===== config.mk =====
export PLATFORM = sky130hd
export DESIGN_NAME = uart
export DESIGN_NICKNAME = d
export VERILOG_FILES = /design/src/rtl/uart.sv
export SDC_FILE = /design/constraint.sdc
export NUM_CORES = 1
export LEC_CHECK = 0
export CORE_MARGIN = 3
export CORE_UTILIZATION = 58
export DETAILED_ROUTE_END_ITERATION = 6
export PLACE_DENSITY = 0.82
export SYNTH_ARGS = -nofsm -noshare
export SYNTH_HDL_FRONTEND = slang
export SYNTH_SLANG_ARGS = --single-unit

===== constraint.sdc =====
create_clock -name clk -period 2.2 [get_ports clk]
set_clock_uncertainty 0.1 [all_clocks]
set_input_delay 0.44 -clock clk [delete_from_list [all_inputs] [get_ports clk]]
set_output_delay 0.44 -clock clk [all_outputs]
set_load 0.005 [all_outputs]

===== src/rtl/uart.sv =====
// uart: full-duplex 8N1 serial port with a req/ack byte interface.
//
// The transmitter serialises a byte accepted from txreq/txdata onto tx.
// The receiver synchronises rx, deserialises one frame and presents the byte
// on rxdata/rxreq until the consumer answers with rxack.
//
// Ports
//   clk     system clock, rising edge
//   rstn    asynchronous active-low reset
//   tx      serial transmit line, idles high
//   rx      serial receive line, asynchronous to clk, idles high
//   txreq   transmit request; txdata is sampled when the transmitter is idle
//   txack   one-cycle pulse in the last cycle of the stop bit
//   txdata  byte to transmit
//   rxreq   received byte available; held until rxack
//   rxack   consumer has taken rxdata
//   rxdata  last received byte
//
// Both FSMs share the same state encoding:
//   state   | meaning
//   S_IDLE  | line idle, waiting for txreq (TX) or a low rx (RX)
//   S_START | start bit in progress
//   S_DATA  | eight data bits, LSB first
//   S_STOP  | stop bit in progress
module uart #(
  parameter int BAUDDIV = 868
) (
  input  logic       clk,
  input  logic       rstn,
  output logic       tx,
  input  logic       rx,
  input  logic       txreq,
  output logic       txack,
  input  logic [7:0] txdata,
  output logic       rxreq,
  input  logic       rxack,
  output logic [7:0] rxdata
);

  localparam int CW = (BAUDDIV > 1) ? $clog2(BAUDDIV) : 1;
  localparam logic [CW-1:0] BIT_LOAD  = CW'(BAUDDIV - 1);
  localparam logic [CW-1:0] HALF_LOAD = CW'(BAUDDIV / 2);
  localparam logic [CW-1:0] CNT_ONE   = CW'(1);

  typedef enum logic [1:0] {S_IDLE, S_START, S_DATA, S_STOP} state_e;

  // ---------------------------------------------------------------- TX
  state_e          tx_state_q, tx_state_d;
  logic [CW-1:0]   tx_cnt_q, tx_cnt_d;
  logic [2:0]      tx_bit_q, tx_bit_d;
  logic [7:0]      tx_shift_q, tx_shift_d;
  logic            tx_q, tx_d;

  always_ff @(posedge clk or negedge rstn) begin
    if (!rstn) begin
      tx_state_q <= S_IDLE;
      tx_cnt_q   <= '0;
      tx_bit_q   <= '0;
      tx_shift_q <= '0;
      tx_q       <= 1'b1;
    end else begin
      tx_state_q <= tx_state_d;
      tx_cnt_q   <= tx_cnt_d;
      tx_bit_q   <= tx_bit_d;
      tx_shift_q <= tx_shift_d;
      tx_q       <= tx_d;
    end
  end

  always_comb begin
    tx_state_d = tx_state_q;
    tx_cnt_d   = tx_cnt_q;
    tx_bit_d   = tx_bit_q;
    tx_shift_d = tx_shift_q;
    tx_d       = 1'b1;
    case (tx_state_q)
      S_IDLE: begin
        if (txreq) begin
          tx_state_d = S_START;
          tx_cnt_d   = BIT_LOAD;
          tx_shift_d = txdata;
        end
      end
      S_START: begin
        if (tx_cnt_q == '0) begin
          tx_state_d = S_DATA;
          tx_cnt_d   = BIT_LOAD;
          tx_bit_d   = 3'd0;
        end else begin
          tx_cnt_d = tx_cnt_q - CNT_ONE;
        end
      end
      S_DATA: begin
        if (tx_cnt_q == '0) begin
          tx_cnt_d = BIT_LOAD;
          if (tx_bit_q == 3'd7) begin
            tx_state_d = S_STOP;
          end else begin
            tx_bit_d   = tx_bit_q + 3'd1;
            tx_shift_d = {1'b0, tx_shift_q[7:1]};
          end
        end else begin
          tx_cnt_d = tx_cnt_q - CNT_ONE;
        end
      end
      S_STOP: begin
        if (tx_cnt_q == '0) begin
          tx_state_d = S_IDLE;
        end else begin
          tx_cnt_d = tx_cnt_q - CNT_ONE;
        end
      end
      default: tx_state_d = S_IDLE;
    endcase
    // tx is registered from the next state so the line is glitch-free and
    // falls in the cycle right after the accept.
    case (tx_state_d)
      S_START: tx_d = 1'b0;
      S_DATA:  tx_d = tx_shift_d[0];
      default: tx_d = 1'b1;
    endcase
  end

  assign tx    = tx_q;
  assign txack = (tx_state_q == S_STOP) && (tx_cnt_q == '0);

  // ---------------------------------------------------------------- RX
  logic            rx_s1_q, rx_s2_q;
  state_e          rx_state_q, rx_state_d;
  logic [CW-1:0]   rx_cnt_q, rx_cnt_d;
  logic [2:0]      rx_bit_q, rx_bit_d;
  logic [7:0]      rx_shift_q, rx_shift_d;
  logic            rxreq_q, rxreq_d;
  logic [7:0]      rxdata_q, rxdata_d;

  always_ff @(posedge clk or negedge rstn) begin
    if (!rstn) begin
      rx_s1_q    <= 1'b1;
      rx_s2_q    <= 1'b1;
      rx_state_q <= S_IDLE;
      rx_cnt_q   <= '0;
      rx_bit_q   <= '0;
      rx_shift_q <= '0;
      rxreq_q    <= 1'b0;
      rxdata_q   <= '0;
    end else begin
      rx_s1_q    <= rx;
      rx_s2_q    <= rx_s1_q;
      rx_state_q <= rx_state_d;
      rx_cnt_q   <= rx_cnt_d;
      rx_bit_q   <= rx_bit_d;
      rx_shift_q <= rx_shift_d;
      rxreq_q    <= rxreq_d;
      rxdata_q   <= rxdata_d;
    end
  end

  always_comb begin
    rx_state_d = rx_state_q;
    rx_cnt_d   = rx_cnt_q;
    rx_bit_d   = rx_bit_q;
    rx_shift_d = rx_shift_q;
    rxreq_d    = rxreq_q;
    rxdata_d   = rxdata_q;
    if (rxack && rxreq_q) rxreq_d = 1'b0;
    case (rx_state_q)
      S_IDLE: begin
        if (!rx_s2_q) begin
          rx_state_d = S_START;
          rx_cnt_d   = HALF_LOAD;
        end
      end
      S_START: begin
        if (rx_cnt_q == '0) begin
          if (!rx_s2_q) begin
            rx_state_d = S_DATA;
            rx_cnt_d   = BIT_LOAD;
            rx_bit_d   = 3'd0;
          end else begin
            rx_state_d = S_IDLE;
          end
        end else begin
          rx_cnt_d = rx_cnt_q - CNT_ONE;
        end
      end
      S_DATA: begin
        if (rx_cnt_q == '0) begin
          rx_cnt_d   = BIT_LOAD;
          rx_shift_d = {rx_s2_q, rx_shift_q[7:1]};
          if (rx_bit_q == 3'd7) rx_state_d = S_STOP;
          else                  rx_bit_d   = rx_bit_q + 3'd1;
        end else begin
          rx_cnt_d = rx_cnt_q - CNT_ONE;
        end
      end
      S_STOP: begin
        if (rx_cnt_q == '0) begin
          rx_state_d = S_IDLE;
          // A byte is delivered only with a valid stop bit and a free
          // holding register; an ack in this same cycle frees it.
          if (rx_s2_q && (!rxreq_q || rxack)) begin
            rxdata_d = rx_shift_q;
            rxreq_d  = 1'b1;
          end
        end else begin
          rx_cnt_d = rx_cnt_q - CNT_ONE;
        end
      end
      default: rx_state_d = S_IDLE;
    endcase
  end

  assign rxreq  = rxreq_q;
  assign rxdata = rxdata_q;

endmodule


==> results of run 1 <==
## through the flow
stage / worst slack (ns) / instances / setup TNS [ns] / instance area, um^2
4_1_cts: -0.05286 / 425 / -0.05286 / 3731
2_1_floorplan: 0.1785 / 309 / 0 / 3084
3_5_place_dp: -0.07980 / 405 / -0.1256 / 3492
3_3_place_gp: 0.03595 / 405 / 0 / 3492
6_report: -0.03951 / 429 / -0.04726 / 3859
5_1_grt: -0.1371 / 429 / -0.4210 / 3859
## worst register-to-register path, stage by stage, from the launching register on
cell	delay (ns)
dfrtp_1	0.38
buf_6	0.12
or4_4	0.54
or4_4	0.55
nor3_2	0.18
or2b_1	0.13
a21oi_2	0.05
nor2_1	0.10
## registers in the layout, summed over array words and instances (netlist names), 2 cells and up, named ones only
name,flops
tx_bit_q,3
rx_bit_q,3
rx_shift_q,8
tx_state_q,2
rx_cnt_q,10
tx_cnt_q,10
tx_shift_q,8
rxdata,8
## power by group through the flow
stage | registers, W | clock network, W | logic [W]
global placement | 0.00109 | 0 | 0.0000482
detailed placement | 0.00109 | 0 | 0.0000487
floorplan | 0.00109 | 0 | 0.00000188
finish | 0.00107 | 0.000959 | 0.0000481
global route | 0.00107 | 0.00103 | 0.0000541
CTS | 0.00107 | 0.000982 | 0.0000502
## repair_timing
action / 4_1_cts / 5_1_grt
gates resized for setup: 8 / 25
hold buffers: 1 / 0
setup buffers: 3 / 5
pin swaps: 2 / 6
endpoints found under the hold margin: 16 / 0
endpoints found under the setup margin: 10 / 26
## layer usage
layer	wire, um	track usage
met5	0	0
met4	128	0.08076
met3	351	0.08163
met2	3101	0.3744
met1	2738	0.2691
## kinds of logic after synthesis
kind of cell | share of synthesized area
mux | 0.06166
fa+ha+maj | 0.06491
flops | 0.4718
compound gates | 0.2045
simple gates | 0.1578
buf+inv | 0.03935
## layout by cell type, fill, tap and decap left out, types with 6 or more instances in the layout
cell type,synthesis,layout
nand2_1,25,25
a22oi_1,6,6
clkdlybuf4s50_1,0,21
buf_4,0,20
a21oi_1,25,22
o21ai_0,30,27
nor2_1,25,24
nor3_1,8,8
ha_1,16,15
dfrtp_1,55,55
clkbuf_8,0,9
mux2_2,16,16
nand3_1,8,8
inv_1,16,15
## cell usage after synthesis, types with 2 or more instances
library cell  instances  area share
or4_4                 2      0.0073
nand2_1              25       0.030
and2_1                2      0.0041
inv_1                16       0.019
a21oi_1              25       0.041
or3_1                 2      0.0041
o2bb2ai_1             2      0.0057
dfrtp_1              55        0.45
nor2_1               25       0.030
ha_1                 16       0.065
a22oi_1               6       0.015
dfstp_2               3       0.026
o21a_1                2      0.0049
mux2_2               16       0.058
nor3_2                2      0.0065
a311oi_1              3      0.0085
nor3_1                8       0.013
a31oi_1               5       0.010
nand2b_1              4      0.0081
buf_2                 4      0.0065
o22a_1                4       0.011
nor4_4                2       0.014
a2111oi_0             2      0.0057
o31ai_1               3      0.0073
clkbuf_1              5      0.0061
o21ai_0              30       0.049
a22o_1                3      0.0085
nor2b_1               2      0.0041
and3_1                3      0.0061
nand3_1               8       0.013
a21o_1                6       0.015
## area by class of cell
type                    count  share of cell area
multi-input cells         223              0.4157
flip-flops and latches     58              0.3771
repair buffers             49              0.1193
clock buffers               9             0.03210
well taps                  67             0.02173
clock inverters             7             0.01783
inverters                  16             0.01621
## worst min-delay path by stage
stage	startpoint	to	slack [ns]	depth (start not counted)
6_report	rx_s1_q	rx_s2_q	0.27	0
5_1_grt	rx_s1_q	rx_s2_q	0.27	0
4_1_cts	rx_s1_q	rx_s2_q	0.27	0
3_5_place_dp	rx_s1_q	rx_s2_q	0.26	0
3_3_place_gp	rx_s1_q	rx_s2_q	0.25	0
2_1_floorplan	rstn	asynchronous set/reset pin	0.04	0
==> run_results.csv, run 1 <==
group,metric,value,unit
status,outcome,"finished with violations",
status,violations,"setup timing",
cells_and_area,diodes,0,
route,wl_per_cell,14.73,um
critical_path,worst-r2r-setup-slack,-0.01,ns
clocking,clockBufferDepth,2,
power,power_frac_clock,0.461,
clocking,cts.sinks,58,
route,viasPerCell,5.809,
route,vias,2492,
critical_path,r2r-end,"tx_cnt_q[9]",
clocking,root_buffer,"clkbuf_8",
sta,relSlewSlack,0.7075,
route,drt_iter0_drc,130,
logic_synthesis,synth_edf_count,0,
cells_and_area,syn_to_final_growth,25.11,%
logic_synthesis,ys_seq_elements,58,
critical_path,cp_num_buf_inv,3,
critical_path,slowest_delay,0.39,ns
global_route,grt_max_degree,42,
min_path,worstHoldPathType,"register to register",
sta,rsz0062_at_grt,"true",
logic_synthesis,synth_warnings,0,
power,p_per_area,538.8,nW/um^2
critical_path,worstSetupPathDepth,7,
critical_path,cp-startpoint,"tx_cnt_q[0]",
sta,whs,0.2685,ns
critical_path,crit_family,"simple AND/OR/NAND/NOR gates",
route,routed_wl,6320,um
global_route,grt_pass1_vias,2511,
critical_path,rr_startpoint,"tx_cnt_q[1]",
cells_and_area,post-route-util,0.7808,
place,gp_congestion,0.8844,
sta,max_freq,446.5,MHz
sta,min_period_over_period,1.018,
clocking,clock_latency,0.34,ns
cells_and_area,fillers,319,
logic_synthesis,synth_cells,309,
place,hpwl,4339,um
critical_path,arrival,1.70,ns
clocking,clkTransAtPathRegs,0.07,ns
power,power.total,0.002079,W
logic_synthesis,synthArstFlopShare,1.000,
cells_and_area,finalNetCount,386,
critical_path,critPathKind,"register to primary output",
logic_synthesis,syn_area_per_cell,9.981,um^2
sta,min_period,2.240,ns
power,p_comb_frac,0.023,
route,ant_nets,0,
floorplan,die_h,78.92,um
critical_path,end_kind,"primary output",
global_route,grt_antenna_before_repair,0,
critical_path,cp-endpoint,"txack",
power,leakage,1.741,nW
critical_path,path_cells,"buf_6 -> inv_4 -> ha_4 -> nor3b_4 -> and3_4 -> and2_4 -> buf_6",
run,maxCapViolations,0,
logic_synthesis,syn_nets,338,
cells_and_area,drive_gt1_frac,0.2403,
clocking,cts_max_level,3,
critical_path,rr_worst_depth,7,
power,swShare,0.2243,
global_route,grt_pass1_wl,10980,um
critical_path,crit_required,1.66,ns
power,switching_power,0.0004664,W
place,port_buffers,23,
floorplan,dieArea,6228,um^2
floorplan,start_util,0.6241,
logic_synthesis,synth-main-ff-cell,"dfrtp_1",
global_route,grt.total_usage,0.2250,
critical_path,worstPathMaxFanout,2,
route,firstDrtPassIters,4,
sta,setup_ws,-0.03951,ns
global_route,grt-ovfl-total,0,
sta,setup_viol,2,
critical_path,critPathSlowestCell,"dfrtp_1",
cells_and_area,seq_area,1455,um^2
floorplan,core,4942,um^2
sta,hold_viol_final,0,
power,power_frac_seq,0.516,
floorplan,pin_count,24,
floorplan,die_x,78.92,um
power,ir_worst_vdd,0.4425,mV
route,drc,0,
power,internal_power,0.001613,W
critical_path,critPathMostFrequentCell,"buf_6",
cells_and_area,multi_input_area,1604,um^2
logic_synthesis,yosysSeqAreaShare,0.4718,
sta,slew_violations,0,
clocking,cts_tree,"built",
sta,worst_slew_pin_slew,0.4276,ns
logic_synthesis,synth_cell_types,49,
clocking,cts_inserted_buffers,9,
logic_synthesis,syn_area,3084,um^2
floorplan,row_count,25,
critical_path,start_kind,"register",
No activity file was read; power rests on OpenSTA's default activity.
==> run 2: changes to the inputs <==
Settings changed: CTS_CLUSTER_DIAMETER from default to 80, SETUP_SLACK_MARGIN from default to 0.5.
==> run_results.csv, run 2 (same netlist as run 1, synthesis figures left out) <==
group,metric,value,unit
status,outcome,"completed",
power,power_frac_seq,0.462,
critical_path,crit_required,2.31,ns
cells_and_area,syn_to_final_growth,43.98,%
sta,hold_viol_final,0,
power,swShare,0.2054,
sta,worst_slew_pin_slew,0.5404,ns
route,ant_nets,0,
cells_and_area,final_area,4441,um^2
power,internal_power,0.001844,W
sta,slew_violations,0,
global_route,grt_pass1_vias,2939,
sta,setup_viol,0,
floorplan,start_util,0.6241,
critical_path,end_kind,"register",
critical_path,worstPathMaxFanout,4,
critical_path,start_kind,"register",
global_route,grt.total_usage,0.2917,
route,drt_iter0_drc,204,
clocking,root_buffer,"clkbuf_8",
critical_path,critPathMostFrequentCell,"or4_4",
critical_path,arrival,2.25,ns
power,power_frac_clock,0.516,
run,maxCapViolations,0,
sta,min_period,2.132,ns
route,wl_per_cell,21.62,um
clocking,cts_inserted_buffers,9,
cells_and_area,finalNetCount,409,
floorplan,row_count,25,
floorplan,die_x,78.92,um
power,leakage,2.022,nW
clocking,clock_latency,0.34,ns
cells_and_area,final_common_cell,"dfrtp_1",
route,viasPerCell,6.462,
sta,finalSetupTns,0,ns
critical_path,critPathKind,"register to register",
place,gp_congestion,0.8697,
cells_and_area,top_regs,"rx_cnt_q x10, tx_cnt_q x10",
cells_and_area,drive_gt1_frac,0.4026,
min_path,worstHoldPathType,"register to register",
sta,max_freq,469.0,MHz
clocking,cts_max_level,3,
place,hpwl,4733,um
critical_path,cp_num_buf_inv,1,
sta,rsz0062_at_grt,"true",
route,routed_wl,9770,um
global_route,grt_max_degree,24,
clocking,clockBufferDepth,2,
sta,relSlewSlack,0.6397,
sta,whs,0.2550,ns
global_route,grt-ovfl-total,0,
global_route,grt_antenna_before_repair,0,
power,power.total,0.002321,W
place,port_buffers,23,
critical_path,path_cells,"buf_6 -> or4_4 -> or4_4 -> and3_4 -> a21oi_2 -> o31ai_1",
critical_path,slowest_delay,0.53,ns
cells_and_area,final_cell_mix,"53 x dfrtp_1, 35 x buf_4, 22 x nand2_1",
power,ir_worst_vdd,0.5451,mV
route,drc,0,
clocking,cts_tree,"built",
clocking,clkTransAtPathRegs,0.07,ns
power,switching_power,0.0004768,W
global_route,grt_pass1_wl,14070,um
floorplan,core,4942,um^2
place,place_area,3573,um^2
clocking,cts.sinks,58,
floorplan,dieArea,6228,um^2
critical_path,critPathSlowestCell,"or4_4",
floorplan,die_h,78.92,um
route,vias,2921,
floorplan,pin_count,24,
power,p_per_area,522.7,nW/um^2
sta,min_period_over_period,0.9691,
route,firstDrtPassIters,4,
critical_path,crit_family,"simple AND/OR/NAND/NOR gates",
cells_and_area,diodes,0,
power,p_comb_frac,0.022,
[run 2: cell types whose count changed in the layout (fill, tap and decap cells not counted), sizes merged]
cell           change
clkdlybuf4s50     -10
clkinv             +1
clkinvlp           -2
inv                -1
bufinv             +2
dlygate4sd2       +10
buf               +23
[run 2: what timing repair did]
action / 4_1_cts / 5_1_grt
endpoints found under the hold margin: 19 / 0
gates cloned: 1 / 0
hold buffers: 1 / 0
gates resized for setup: 68 / 56
pin swaps: 21 / 17
endpoints found under the setup margin: 66 / 56
setup buffers: 20 / 9
[run 2: per-stage QoR]
stage | setup slack (ns) | std cells | util
3_3_place_gp | 0.05120 | 405 | 0.7230
2_1_floorplan | 0.2556 | 309 | -
4_1_cts | 0.07951 | 443 | 0.8451
6_report | 0.06789 | 452 | 0.8985
3_5_place_dp | 0.03513 | 405 | 0.7230
5_1_grt | -0.01854 | 452 | 0.8985
[run 2: metal layers]
layer | wire, um | vias up | GRT usage
met5 | 0 | - | 0
met1 | 3696 | 1449 | 0.3341
met3 | 592 | 50 | 0.09070
met4 | 468 | 0 | 0.1117
met2 | 5013 | 156 | 0.5102
li1 | - | 1266 | -
[run 2: power groups by stage]
stage,logic [W],registers [W],clock network [W]
after floorplan,0.00000237,0.00109,0
after global placement,0.0000468,0.00109,0
after detailed placement,0.0000475,0.00109,0
after CTS,0.0000498,0.00107,0.00121
after global routing,0.0000549,0.00107,0.00127
final,0.0000511,0.00107,0.00120
[run 2: final timing paths]
kind                       cells after the start  slack (ns)   startpoint     endpoint
min in group asynchronous                      2        0.52         rstn  rx_cnt_q[3]
min                                            0        0.25      rx_s1_q      rx_s2_q
max reg2reg                                    6        0.07  tx_cnt_q[0]  tx_cnt_q[7]
max in group asynchronous                      3        0.78         rstn      rx_s2_q
max                                            6        0.07  tx_cnt_q[0]  tx_cnt_q[7]
min reg2reg                                    0        0.25      rx_s1_q      rx_s2_q
[run 2: layout make-up]
| cell class | instances | area, um^2 |
|---|---|---|
| Fill cell | 213 | 501.7 |
| Inverter | 16 | 60.06 |
| Tap cell | 67 | 83.83 |
| Clock inverter | 7 | 117.6 |
| Multi-Input combinational cell | 223 | 1952 |
| Clock buffer | 9 | 123.9 |
| Sequential cell | 58 | 1458 |
| Timing Repair Buffer | 72 | 645.6 |
==> run 3: changes to the inputs <==
Settings changed: ABC_AREA from default to 0.
==> results of run 3 <==
No change in the layout: final DEF, timing and power equal those of run 2.
==> patch 1, RTL diff (config.mk and constraints of run 2) <==
Add an input register stage for `rx`, without a reset; this delays it by one clock. The other inputs are not delayed to match.
--- a/src/rtl/uart.sv
+++ b/src/rtl/uart.sv
@@ -46,2 +46,8 @@
 
+  logic rx_q;
+
+  always_ff @(posedge clk) begin
+    rx_q <= rx;
+  end
+
   // ---------------------------------------------------------------- TX
@@ -146,3 +152,3 @@
     end else begin
-      rx_s1_q    <= rx;
+      rx_s1_q    <= rx_q;
       rx_s2_q    <= rx_s1_q;
Function: no difference found for any inputs over 10 cycles, from zero or initial values and one cycle with rstn low; that may be too few to reach the edited logic, so the function may still have changed.
==> patch 1 against run 2 <==
  * The run now ends with setup timing left
  * Count of clock-buffer cells in the layout increased by 1
  * Area after synthesis up 4.0%
  * Sequential cell count rose by 1
  * Cell area rose by 13%
  * Die area up 3.7%
  * Worst setup slack lost 270 ps
  * Synthesized cell count up 3.6%
  * Routed wire length grew 51%
  * Critical path depth increased by 1
  * Critical path type unchanged
  * Critical endpoint is now tx
Power is not compared: it rests on default switching activity, and its combinational part moved more than twofold at a synthesized area within 25%.
==> patch 1: results (changes against run 2) <==
- Worst min-delay path class: reg -> reg
- Top flop regs: rx_cnt_q (10), tx_cnt_q (10)
- Clock buffer count from CTS: 9 (unchanged)
- Most used DFF post-synth: dfrtp_1
- Syn Nets: 349 (+3.3%)
- Slew @ Worst Pin: 577 ps (+37.0 ps)
- Antenna diode count: 0 (unchanged)
- Reg clk slew, reported paths: 80 ps
- Fin Hold WS: 224 ps (-30.9 ps)
- Failing checks: setup timing
- Outcome: complete, but fails checks
- Ys Warns: 0 (unchanged)
- Total GRT Usage: 36.6% (+7.4 points)
- Port buffer count: 23 (unchanged)
- Post-synth ARST share: 98.3% (-1.7 points)
- Pre-Repair DR Iteration Count: 7 (+3)
- Post-CTS sizing: 92 (+35%)
- Top layer in use: met4
- Setup ws final: -206 ps (-274 ps)
- Share of layout cells above drive strength 1: 49.9% (+9.6 points)
- Hold buffer count at CTS: 1 (unchanged)
- First-pass GRT wire length: 17,600 um (+25%)
- Met3 WL: 1930 um (+230%)
- Initial DRC count: 771 (+280%)
- Antenna violations before repair: 0 (unchanged)
- Setup violations, final: 6 (+6)
- Leak: 0.00231 uW
- CTS root buffer: clkbuf_8
- Clk sink count: 59 (+1.7%)
- CP Max Fanout: 3 (-1)
- Post-synth top cells: dfrtp_1, a21oi_1, nor2_1, o21ai_0, nand2_1
- H-tree levels: 3 (unchanged)
- DP HPWL: 4890 um (+3.2%)
- Longest Clk Path Bufs: 2 (unchanged)
- Vias in the first global route: 3,410 (+16%)
- Placed Area: 3840 um2 (+7.6%)
- GP Congestion: 0.853 (-2.0%)
- Max IR drop VDD: 0.990 mV
- Routed Wire Length: 14,800 um (+51%)
- Netlist cell types: 57 (+16%)
- Pre-CTS WS: -78.6 ps (-114 ps)
- Worst skew pair latency: 360 ps (+20 ps)
- Post-CTS setup buffer count: 26 (+30%)
- Met2 wire len: 6550 um (+31%)
- CP Data Arrival Time: 2540 ps (+290 ps)
- Sequential-to-total area share from yosys stat: 46.0% (-1.2 points)
- DRT met1 WL: 4930 um (+33%)
- Largest net degree at the start of global routing: 41 (+71%)
- Most area-consuming cells after synthesis: dfrtp_1, ha_1, mux2_2
- Nets: 451 (+10%)
- Vias: 3,719 (+27%)
## patch 1: stage by stage
stage / util, % / setup TNS [ps] / std cells
after floorplan: - / 0 / 320
after global placement: 73.4 / -64.0 / 437
after detailed placement: 73.4 / -78.6 / 437
after CTS: 87.6 / -11.4 / 480
after global routing: 95.9 / -809 / 497
final: 95.9 / -634 / 497
## patch 1: cell type report
class	instances	area (um2)
timing repair buffer	102	938
multi-input combinational	233	2200
inverter	17	67.6
clock inverter	6	113
sequential	59	1480
clock buffer	10	138
tap	70	87.6
fill	103	215
## patch 1: cells by family (layout without fill, tap and decap cells)
group,Yosys count,in the layout,synth area share (%)
simple gates,96,96,17.0
flops,59,59,46.0
fa+ha+maj,16,16,6.24
xor+xnor,4,4,1.09
buf+inv,28,135,3.43
mux,17,17,5.93
compound gates,100,100,20.3
## patch 1: critical path, stage by stage (launching register included)
cell and delay (ps):
dfrtp_2 410, or4_4 560, buf_4 160, o31ai_4 200, a222oi_1 140, buf_4 160, and4_1 210, a31oi_1 350
## patch 1: layer usage
| metal | vias to the layer above | GRT usage, % |
|---|---|---|
| met5 | - | 0 |
| met4 | 0 | 19.8 |
| met3 | 164 | 8.52 |
| met2 | 417 | 61.0 |
| met1 | 1761 | 43.6 |
| li1 | 1377 | - |
## patch 1: power breakdown
group / internal (uW) / leakage [uW] / switching, uW
Clock: 785 / 0.000126 / 509
Combinational: 891 / 0.00143 / 1200
Sequential: 1270 / 0.000752 / 197
Total: 2950 / 0.00231 / 1910
## patch 1: worst paths after layout
kind	cells past startpoint	endpoint	from
worst min-delay path	0	rx_s1_q	rx_q
max in group asynchronous	3	rx_s1_q	rstn
worst min register to register	0	rx_s1_q	rx_q
min in group asynchronous	2	tx_shift_q[1]	rstn
worst max-delay path	7	tx	tx_cnt_q[2]
worst max register to register	7	tx	tx_cnt_q[2]
==> patch 2, RTL diff (settings of run 2) <==
Made on the original files. The parameter `BAUDDIV` goes from 868 to 434.
--- a/src/rtl/uart.sv
+++ b/src/rtl/uart.sv
@@ -25,3 +25,3 @@
 module uart #(
-  parameter int BAUDDIV = 868
+  parameter int BAUDDIV = 434
 ) (
Function: same outputs for any inputs over 10 cycles, from zero or initial values and one cycle with rstn low; that may be too few to reach the edited logic, so the function may still have changed.
==> patch 2 against run 2 <==
  * The run now ends with setup timing left
  * Sequential cell count decreased by 2
  * Total power decreased by 27%
  * Cell area increased by 2.4%
  * Die area decreased by 4.5%
  * Routed wire length increased by 29%
  * Synthesized cell count decreased by 7.1%
  * Count of clock-buffer cells in the layout decreased by 4
  * Worst setup slack got worse by 430 ps
  * Area after synthesis decreased by 4.9%
  * Largest cell class unchanged
==> patch 2: results (changes against run 2) <==
- Outcome: complete, but fails checks
- Failing checks: setup timing
- Post-CTS setup buffer count: 22 (+10%)
- Grt met1 use: 36.6% (+3.2 points)
- Pre-Repair DR Iteration Count: 5 (+1)
- Top flop regs: rx_cnt_q (9), tx_cnt_q (9)
- Initial DRC count: 387 (+90%)
- Max IR drop VDD: 0.356 mV (-35%)
- Grt met3 use: 4.69% (-4.4 points)
- Syn Nets: 316 (-6.5%)
- P_sw: 412 uW (-14%)
- Setup TNS: -3530 ps (-3530 ps)
- Nets: 412 (+0.73%)
- CTS root buffer: clkbuf_8
- Power share of the sequential group: 61.1% (+15 points)
- Sequential-to-total area share from yosys stat: 47.9% (+0.71 points)
- Reg2Reg Launch Point: rx_cnt_q[0]
- Combinational Power Share: 3.1% (+0.9 points)
- Post-CTS sizing: 108 (+59%)
- Share of layout cells above drive strength 1: 45.3% (+5.1 points)
- Met2 wire len: 6050 um (+21%)
- Setup violations, final: 36 (+36)
- Most area-consuming cells after synthesis: dfrtp_1, ha_1, mux2_2
- Post-synth top cells: dfrtp_1, o21ai_0, nand2_1, a21oi_1, nor2_1
- Total GRT Usage: 29.4% (+0.25 points)
- Routed vias/inst: 7.16 (+11%)
- Worst skew pair latency: 320 ps (-20 ps)
- Placed Area: 3550 um2 (-0.67%)
- Top layer in use: met5
- Worst min-delay path class: in -> async
- Largest net degree at the start of global routing: 57 (+140%)
- Crit-path slowest cell: a222oi_1
- R2R depth: 9 (+3)
- Antenna violations before repair: 1 (+1)
- Reg clk slew, reported paths: 110 ps (+40 ps)
- Slew @ Worst Pin: 684 ps (+143 ps)
- Vias in the first global route: 2,766 (-5.9%)
- Met2 usage: 49.6% (-1.5 points)
- Avg WL per Cell: 28.0 um (+29%)
- Leak: 0.00201 uW (-0.42%)
- Setup ws final: -361 ps (-429 ps)
- First-pass GRT wire length: 14,000 um (-0.84%)
- Netlist cell types: 52 (+6.1%)
- CP Max Fanout: 3 (-1)
- Port buffer count: 23 (unchanged)
- DRT met1 WL: 4380 um (+18%)
- GP Congestion: 0.886 (+1.9%)
- H-tree levels: 2 (-1)
- DP HPWL: 4280 um (-9.6%)
- Met3 WL: 1130 um (+91%)
- Fill cell count: 130 (-39%)
- CP Data Arrival Time: 2670 ps (+420 ps)
- Clock buffer count from CTS: 5 (-4)
- Fin Hold WS: 4.76 ps (-250 ps)
- Sw Share: 24.3% (+3.8 points)
patch 2: changes by cell type in the layout (fill, tap and decap cells not counted), moves of 4 or more:
| cell | run 2 | this run |
|---|---|---|
| buf_6 | 12 | 26 |
| buf_4 | 35 | 43 |
| a21oi_1 | 17 | 10 |
| nor2_1 | 20 | 13 |
| a21o_1 | 5 | 0 |
| and2_1 | 1 | 5 |
| clkbuf_8 | 9 | 5 |
patch 2: kinds of logic after synthesis:
logic type,synth area share [%]
DFF,47.9
buffers and inverters,3.71
xor gates and xnor gates,0.896
AOI/OAI and AO/OA,20.2
adders and majority gates,6.82
muxes,6.14
and+or+nand+nor,14.3
patch 2: critical path: cells and delay by family, from the launching register on:
| kind | cells | cell delay, ps |
|---|---|---|
| AND/OR/NAND/NOR | 2 | 350 |
| AO/OA/AOI/OAI | 3 | 830 |
| adder cells (fa/ha/maj) | 1 | 190 |
| buffers and inverters | 3 | 530 |
| flip-flops | 1 | 420 |
patch 2: worst max path at each step:
stage                     start         to  cells after the start  slack [ps]
floorplan           tx_cnt_q[0]         tx                      7          70
global placement    tx_cnt_q[0]         tx                      7          50
detailed placement  tx_cnt_q[1]         tx                      7         -80
CTS                 tx_cnt_q[6]         tx                      6         -50
global route        rx_cnt_q[0]  flip-flop                      9        -430
finish              rx_cnt_q[0]  flip-flop                      9        -360
patch 2: through the flow:
step	instances	setup WS [ps]
after floorplan	287	66.7
after global placement	394	46.7
after detailed placement	394	-76.7
final	451	-361
after CTS	427	-50.3
after global routing	451	-426
patch 2: final cells by class:
class,instances,area (um2),share of cell area (%)
multi-input cells,207,1990,43.8
flip-flops and latches,56,1410,30.9
repair buffers,97,913,20.1
well taps,67,83.8,1.84
clock buffers,5,68.8,1.51
inverters,16,60.1,1.32
clock inverters,3,21.3,0.468
